<file path="src/rtl/mig_maj_seq_if.sv">
// mig_maj_seq_if
//   Bundles the host-side program/register access, the run handshake and the
//   shared MAJ3 array connection of the mig_maj_seq sequencer.
//   Host side : prog_we/prog_addr/prog_data   program memory write
//               reg_we/reg_addr/reg_wdata     register file write
//               rd_addr -> rd_data            combinational register read
//               start/len -> busy/done        run control
//   Array side: maj_a/maj_b/maj_c/maj_valid -> maj_y (same-cycle result)
//   Modports  : slave  = the sequencer, master = host plus MAJ3 array.
interface mig_maj_seq_if #(
  parameter int W     = 32,
  parameter int NREG  = 16,
  parameter int NPROG = 32
);
  localparam int R  = $clog2(NREG);
  localparam int P  = $clog2(NPROG);
  localparam int IW = 4 * R + 4;

  logic          prog_we;
  logic [P-1:0]  prog_addr;
  logic [IW-1:0] prog_data;
  logic          reg_we;
  logic [R-1:0]  reg_addr;
  logic [W-1:0]  reg_wdata;
  logic [R-1:0]  rd_addr;
  logic [W-1:0]  rd_data;
  logic          start;
  logic [P:0]    len;
  logic          busy;
  logic          done;
  logic [W-1:0]  maj_a;
  logic [W-1:0]  maj_b;
  logic [W-1:0]  maj_c;
  logic          maj_valid;
  logic [W-1:0]  maj_y;

  modport slave (
    input  prog_we, prog_addr, prog_data,
    input  reg_we, reg_addr, reg_wdata,
    input  rd_addr,
    output rd_data,
    input  start, len,
    output busy, done,
    output maj_a, maj_b, maj_c, maj_valid,
    input  maj_y
  );

  modport master (
    output prog_we, prog_addr, prog_data,
    output reg_we, reg_addr, reg_wdata,
    output rd_addr,
    input  rd_data,
    output start, len,
    input  busy, done,
    input  maj_a, maj_b, maj_c, maj_valid,
    output maj_y
  );
endinterface

</file>
<file path="src/rtl/mig_maj_seq.sv">
// mig_maj_seq
//   Microprogram sequencer that walks a list of majority-inverter graph nodes
//   and time-multiplexes one external W-bit bitwise MAJ3 array across them.
//   Each node takes three cycles: FETCH (read operands with optional
//   complement), EXEC (array evaluates, result optionally complemented),
//   WB (result written to the destination register).
//   Ports:
//     clk  clock
//     rst  asynchronous active-high reset (memories are not cleared)
//     bus  mig_maj_seq_if.slave: program/register load, register readback,
//          start/len/busy/done handshake and the MAJ3 array operands/result.
//   Instruction word (LSB first): c, ic, b, ib, a, ia, dst, inv_out,
//   each register field R = $clog2(NREG) bits wide.
module mig_maj_seq #(
  parameter int W     = 32,
  parameter int NREG  = 16,
  parameter int NPROG = 32
) (
  input logic          clk,
  input logic          rst,
  mig_maj_seq_if.slave bus
);
  localparam int R  = $clog2(NREG);
  localparam int P  = $clog2(NPROG);
  localparam int IW = 4 * R + 4;

  typedef enum logic [2:0] {
    IDLE,
    FETCH,
    EXEC,
    WB,
    DONE
  } state_t;

  state_t        state;
  state_t        state_nxt;
  logic [P-1:0]  pc;
  logic [P:0]    len_q;
  logic [R-1:0]  dst_q;
  logic          inv_q;
  logic [W-1:0]  res_q;
  logic [W-1:0]  maj_a_q;
  logic [W-1:0]  maj_b_q;
  logic [W-1:0]  maj_c_q;
  logic          busy;
  logic          done;
  logic          maj_valid;

  logic [IW-1:0] prog_mem [NPROG];
  logic [W-1:0]  regfile  [NREG];

  logic [IW-1:0] instr;
  logic [R-1:0]  f_c, f_b, f_a, f_dst;
  logic          f_ic, f_ib, f_ia, f_inv;
  logic [P:0]    len_clamped;
  logic          last_instr;

  assign instr = prog_mem[pc];
  assign f_c   = instr[R-1:0];
  assign f_ic  = instr[R];
  assign f_b   = instr[2*R:R+1];
  assign f_ib  = instr[2*R+1];
  assign f_a   = instr[3*R+1:2*R+2];
  assign f_ia  = instr[3*R+2];
  assign f_dst = instr[4*R+2:3*R+3];
  assign f_inv = instr[4*R+3];

  assign len_clamped = (bus.len > (P+1)'(NPROG)) ? (P+1)'(NPROG) : bus.len;
  // pc is zero-extended so a full program (len == NPROG) ends at pc == NPROG-1.
  assign last_instr  = ({1'b0, pc} == (len_q - (P+1)'(1)));

  // Next-state and control outputs; control outputs decode straight from the
  // state so an asynchronous reset drops them without waiting for a clock.
  always_comb begin
    state_nxt = state;
    busy      = 1'b0;
    done      = 1'b0;
    maj_valid = 1'b0;
    case (state)
      IDLE: begin
        if (bus.start) begin
          state_nxt = (len_clamped == '0) ? DONE : FETCH;
        end
      end
      FETCH: begin
        busy      = 1'b1;
        state_nxt = EXEC;
      end
      EXEC: begin
        busy      = 1'b1;
        maj_valid = 1'b1;
        state_nxt = WB;
      end
      WB: begin
        busy      = 1'b1;
        state_nxt = last_instr ? DONE : FETCH;
      end
      DONE: begin
        done      = 1'b1;
        state_nxt = IDLE;
      end
      default: state_nxt = IDLE;
    endcase
  end

  always_ff @(posedge clk or posedge rst) begin
    if (rst) begin
      state   <= IDLE;
      pc      <= '0;
      len_q   <= '0;
      dst_q   <= '0;
      inv_q   <= 1'b0;
      res_q   <= '0;
      maj_a_q <= '0;
      maj_b_q <= '0;
      maj_c_q <= '0;
    end else begin
      state <= state_nxt;
      case (state)
        IDLE: begin
          if (bus.start) begin
            len_q <= len_clamped;
            pc    <= '0;
          end
        end
        FETCH: begin
          maj_a_q <= regfile[f_a] ^ {W{f_ia}};
          maj_b_q <= regfile[f_b] ^ {W{f_ib}};
          maj_c_q <= regfile[f_c] ^ {W{f_ic}};
          dst_q   <= f_dst;
          inv_q   <= f_inv;
        end
        EXEC: begin
          res_q <= bus.maj_y ^ {W{inv_q}};
        end
        WB: begin
          if (!last_instr) begin
            pc <= pc + P'(1);
          end
        end
        default: ;
      endcase
    end
  end

  // Memories are deliberately outside the reset domain. WB and host writes
  // never collide because host writes are only honoured while not busy.
  always_ff @(posedge clk) begin
    if (bus.prog_we && !busy) begin
      prog_mem[bus.prog_addr] <= bus.prog_data;
    end
    if (state == WB) begin
      regfile[dst_q] <= res_q;
    end else if (bus.reg_we && !busy) begin
      regfile[bus.reg_addr] <= bus.reg_wdata;
    end
  end

  assign bus.rd_data   = regfile[bus.rd_addr];
  assign bus.busy      = busy;
  assign bus.done      = done;
  assign bus.maj_valid = maj_valid;
  assign bus.maj_a     = maj_a_q;
  assign bus.maj_b     = maj_b_q;
  assign bus.maj_c     = maj_c_q;
endmodule

</file>
<file path="src/flat_wrapper.sv">
// flat-port wrapper written by rule: the top's interface ports become plain ports
module mig_maj_seq_flat 
#(
  parameter int W     = 32,
  parameter int NREG  = 16,
  parameter int NPROG = 32
)
  (clk, rst, bus_prog_we, bus_prog_addr, bus_prog_data, bus_reg_we, bus_reg_addr, bus_reg_wdata, bus_rd_addr, bus_rd_data, bus_start, bus_len, bus_busy, bus_done, bus_maj_a, bus_maj_b, bus_maj_c, bus_maj_valid, bus_maj_y);
  mig_maj_seq_if #(.W(W), .NREG(NREG), .NPROG(NPROG)) bus_i ();
  input logic clk;
  input logic rst;
  input wire logic [$bits(bus_i.prog_we)-1:0] bus_prog_we;
  input wire logic [$bits(bus_i.prog_addr)-1:0] bus_prog_addr;
  input wire logic [$bits(bus_i.prog_data)-1:0] bus_prog_data;
  input wire logic [$bits(bus_i.reg_we)-1:0] bus_reg_we;
  input wire logic [$bits(bus_i.reg_addr)-1:0] bus_reg_addr;
  input wire logic [$bits(bus_i.reg_wdata)-1:0] bus_reg_wdata;
  input wire logic [$bits(bus_i.rd_addr)-1:0] bus_rd_addr;
  output wire logic [$bits(bus_i.rd_data)-1:0] bus_rd_data;
  input wire logic [$bits(bus_i.start)-1:0] bus_start;
  input wire logic [$bits(bus_i.len)-1:0] bus_len;
  output wire logic [$bits(bus_i.busy)-1:0] bus_busy;
  output wire logic [$bits(bus_i.done)-1:0] bus_done;
  output wire logic [$bits(bus_i.maj_a)-1:0] bus_maj_a;
  output wire logic [$bits(bus_i.maj_b)-1:0] bus_maj_b;
  output wire logic [$bits(bus_i.maj_c)-1:0] bus_maj_c;
  output wire logic [$bits(bus_i.maj_valid)-1:0] bus_maj_valid;
  input wire logic [$bits(bus_i.maj_y)-1:0] bus_maj_y;
  assign bus_i.prog_we = bus_prog_we;
  assign bus_i.prog_addr = bus_prog_addr;
  assign bus_i.prog_data = bus_prog_data;
  assign bus_i.reg_we = bus_reg_we;
  assign bus_i.reg_addr = bus_reg_addr;
  assign bus_i.reg_wdata = bus_reg_wdata;
  assign bus_i.rd_addr = bus_rd_addr;
  assign bus_rd_data = bus_i.rd_data;
  assign bus_i.start = bus_start;
  assign bus_i.len = bus_len;
  assign bus_busy = bus_i.busy;
  assign bus_done = bus_i.done;
  assign bus_maj_a = bus_i.maj_a;
  assign bus_maj_b = bus_i.maj_b;
  assign bus_maj_c = bus_i.maj_c;
  assign bus_maj_valid = bus_i.maj_valid;
  assign bus_i.maj_y = bus_maj_y;
  mig_maj_seq #(.W(W), .NREG(NREG), .NPROG(NPROG)) u_core (.clk(clk), .rst(rst), .bus(bus_i));
endmodule
</file>
<file path="config.mk">
export PLATFORM = sky130hd
export DESIGN_NAME = mig_maj_seq_flat
export DESIGN_NICKNAME = d
export VERILOG_FILES = /design/src/rtl/mig_maj_seq_if.sv /design/src/rtl/mig_maj_seq.sv /design/src/flat_wrapper.sv
export SDC_FILE = /design/constraint.sdc
export NUM_CORES = 2
export LEC_CHECK = 0
export ABC_AREA = 1
export CORE_MARGIN = 3
export CORE_UTILIZATION = 45
export CTS_CLUSTER_SIZE = 30
export DETAILED_ROUTE_END_ITERATION = 8
export SLEW_MARGIN = 20
export SYNTH_ARGS = -nofsm -noshare
export SYNTH_HDL_FRONTEND = slang
export SYNTH_SLANG_ARGS = --single-unit
</file>
<file path="constraint.sdc">
create_clock -name clk -period 12.8 [get_ports clk]
set_input_delay 3.84 -clock clk [delete_from_list [all_inputs] [get_ports clk]]
set_output_delay 3.84 -clock clk [all_outputs]
set_load 0.02 [all_outputs]
</file>
==> results.py <==
metrics = {
    "placed_design": {
        "dp_slack_ns": 2.369,
        "place.gp.congestion": 0.8774,
        "post-dp-hpwl_mm": 145.8,
        "port_buffers": 238,
        "placed_area_um2": 72500,
    },
    "logic_synthesis": {
        "synthesis.nets": 7823,
        "syn_area_per_cell_um2": 8.950,
        "synth_top_area_cell": "edfxtp_1",
        "yosysWarnings": 0,
        "synth_area_leaders": "edfxtp_1 50%, nand3_1 18%, nand2_1 9.7%, dfrtp_1 5.3%, buf_2 2.8%",
        "dominantRegCellSynth": "edfxtp_1",
        "async_flop_share": 0.1132,
        "synth_cell_type_count": 39,
        "ys_seq_area_frac": 0.5544,
        "synth_edf_count": 1152,
        "ys_seq_elements": 1299,
        "synth_area_um2": 69030,
        "synth_top_area_share": 0.5011,
        "synthCells": 7713,
    },
    "clock_network": {
        "post_cts_buffers": 0,
        "cts_hold_buf": 0,
        "cts_tree": "yes",
        "cts_root_buffer": "clkbuf_16",
        "h-tree-depth": 4,
        "clkTransAtPathRegs_ns": 0.06,
        "cts_resized": 0,
        "cts_buffer_depth": 3,
        "clkLatencyLatePin_ns": 0.82,
        "cts_buffers": 147,
        "clock_sinks": 1299,
    },
    "sta": {
        "final.period_utilization": 0.8211,
        "worst_slack_ns": 2.290,
        "timing.final.crit_period_ns": 10.51,
        "finalSetupTns_ns": 0,
        "rsz0062_at_grt": "no",
        "fmax_ghz": 0.09515,
        "final_max_slew_viol_count": 0,
        "worst_pin_slew_ns": 1.243,
        "slew-limit-headroom": 0.1712,
        "hold_slack_ns": 0.4768,
        "hold_viol": 0,
        "finalSetupViolations": 0,
        "skew_ns": 0.05218,
    },
    "floorplanning": {
        "top_level_ports": 239,
        "die-width_um": 397.7,
        "num_rows": 143,
        "core_um2": 152100,
        "initial_core_util": 0.4539,
        "die_h_um": 397.7,
        "dieArea_um2": 158100,
    },
    "grt": {
        "overflow": 0,
        "grt_pass1_wl_mm": 385.3,
        "antenna_found_initial": 7,
        "grt_pass1_vias": 58090,
        "grt_max_degree": 160,
        "grt.total_usage": 0.3248,
    },
    "route": {
        "vias": 62240,
        "drtIter0Drc": 9086,
        "postRouteAntennaNets": 0,
        "drc_errors": 12,
        "wl_per_cell_um": 27.12,
        "firstDrtPassIters": 9,
        "avgViaCountPerCell": 6.392,
        "drt_wl_total_mm": 264.0,
    },
    "cells_and_area": {
        "n_antenna_cell": 0,
        "drive_above_1_share": 0.06566,
        "n_fill_cell": 13890,
        "fin_nets": 7693,
        "register_area_um2": 38280,
        "final_area_um2": 77310,
        "area_growth_syn_to_layout_pct": 11.99,
        "multi_input_area_um2": 27180,
    },
    "job": {
        "maxCapViolCount": 0,
    },
    "worst_setup_path": {
        "critical_path_class": "in -> out",
        "required_ns": 8.96,
        "startpoint_type": "input pin",
        "cp.arrival_ns": 6.67,
        "r2r_slack_ns": 5.75,
        "cp-end-kind": "output pin",
        "crit_fanout": 69,
    },
    "min_path": {
        "hold_path_class": "reg -> reg",
    },
    "pwr": {
        "vdd_drop_max_uv": 217.6,
        "p_leak_nw": 29.59,
        "cellPowerDensity_nw_per_um2": 258.3,
    },
    "status": {
        "outcome": "finished, violations left",
        "violations": "design-rule violations",
    },
}
cells in the final DEF (no fill, tap or decap), drive strengths merged, types with 4 or more instances in the layout:
cell type         n
a31oi             4
nand3          2520
nor3              7
nand4             9
mux2             23
clkbuf          194
o22ai            15
a22oi            31
xnor2            28
o211ai          136
a32oi             5
clkdlybuf4s50   220
mux2i           128
a32o              9
xor2             13
bufinv            5
clkinv           66
a21oi           238
o221ai           37
buf             162
nor2            197
o21ai           312
or2               5
nand2          1781
clkinvlp          8
dfrtp           147
edfxtp         1152
inv             247
worst max-delay path: stages:
cell	delay, ns
buf_4	0.30
inv_4	0.78
buf_12	0.39
o21ai_0	0.15
o211ai_1	0.27
nand2_1	0.27
clkdlybuf4s50_1	0.62
cells in the mapped netlist (13+ instances only):
| library cell | instances |
|---|---|
| o221ai_1 | 37 |
| buf_1 | 55 |
| dfrtp_1 | 147 |
| nor2_1 | 196 |
| xor2_1 | 13 |
| nand2_1 | 1779 |
| buf_2 | 384 |
| buf_4 | 29 |
| o22ai_1 | 15 |
| o211ai_1 | 136 |
| a22oi_1 | 31 |
| xnor2_1 | 28 |
| nand3_1 | 2520 |
| clkbuf_1 | 188 |
| edfxtp_1 | 1152 |
| mux2_2 | 23 |
| mux2i_1 | 128 |
| o21ai_0 | 298 |
| inv_1 | 237 |
| a21oi_1 | 238 |
through the flow:
step / power [mW] / util / instances
floorplan: 11.95 / - / 7713
global placement: 15.33 / 0.4768 / 9464
detailed placement: 15.47 / 0.4767 / 9464
CTS: 19.67 / 0.5086 / 9736
global route: 20.90 / 0.5083 / 9736
finish: 19.97 / 0.5083 / 9736
power breakdown:
| group | switching, mW | total, mW | leakage (nW) | internal [mW] |
|---|---|---|---|---|
| combinational | 7.31 | 10.0 | 15.1 | 2.72 |
| clock | 1.86 | 4.21 | 2.33 | 2.35 |
| sequential | 0.345 | 5.73 | 12.2 | 5.38 |
area by class of cell:
cell class	instances	share of cell area
inverters	248	0.01243
flip-flops and latches	1299	0.4952
well taps	2030	0.03286
clock inverters	78	0.01080
clock buffers	194	0.05199
repair buffers	382	0.04517
multi-input cells	5505	0.3516
state kept, by name, summed over array words and instances, names as in the netlist:
| signal | count |
|---|---|
| u_core.len_q | 6 |
| u_core.inv_q | 1 |
| u_core.pc | 5 |
| u_core.bus.maj_a | 32 |
| u_core.prog_mem | 640 |
| u_core.bus.maj_c | 32 |
| u_core.res_q | 32 |
| u_core.bus.maj_b | 32 |
| u_core.state | 3 |
| u_core.dst_q | 4 |
| u_core.regfile | 512 |
per-layer routing:
metal	GRT usage	part of all wire	routed length, um
met1	0.4203	0.37	97650
met2	0.5131	0.45	119700
met4	0.1553	0.053	14000
met3	0.07907	0.12	32590
met5	0	0.000068	18
kinds of logic (layout without fill, tap and decap cells):
logic type,after synthesis,count (layout),synth area share
multiplexers,151,151,0.02231
AND/OR/NAND/NOR,4522,4522,0.2924
flip-flops,1299,1299,0.5544
AO/OA/AOI/OAI,789,789,0.06679
buffers and inverters,909,902,0.05851
adder cells (fa/ha/maj),2,2,0.0003624
XOR/XNOR,41,41,0.005202
worst paths after layout:
check                                                    to                       startpoint  cells past startpoint
setup / recovery                            bus_rd_data[29]                   bus_rd_addr[1]                      7
hold / removal              u_core.bus.maj_b[8]$_DFFE_PP0P_  u_core.bus.maj_b[8]$_DFFE_PP0P_                      2
setup reg to reg           u_core.bus.maj_a[25]$_DFFE_PP0P_         u_core.pc[0]$_DFFE_PP0P_                     17
hold reg to reg             u_core.bus.maj_b[8]$_DFFE_PP0P_  u_core.bus.maj_b[8]$_DFFE_PP0P_                      2
max in group asynchronous   u_core.bus.maj_a[6]$_DFFE_PP0P_                              rst                      3
min in group asynchronous      u_core.res_q[21]$_DFFE_PP0P_                              rst                      2
(Power assumes the default switching activity.)
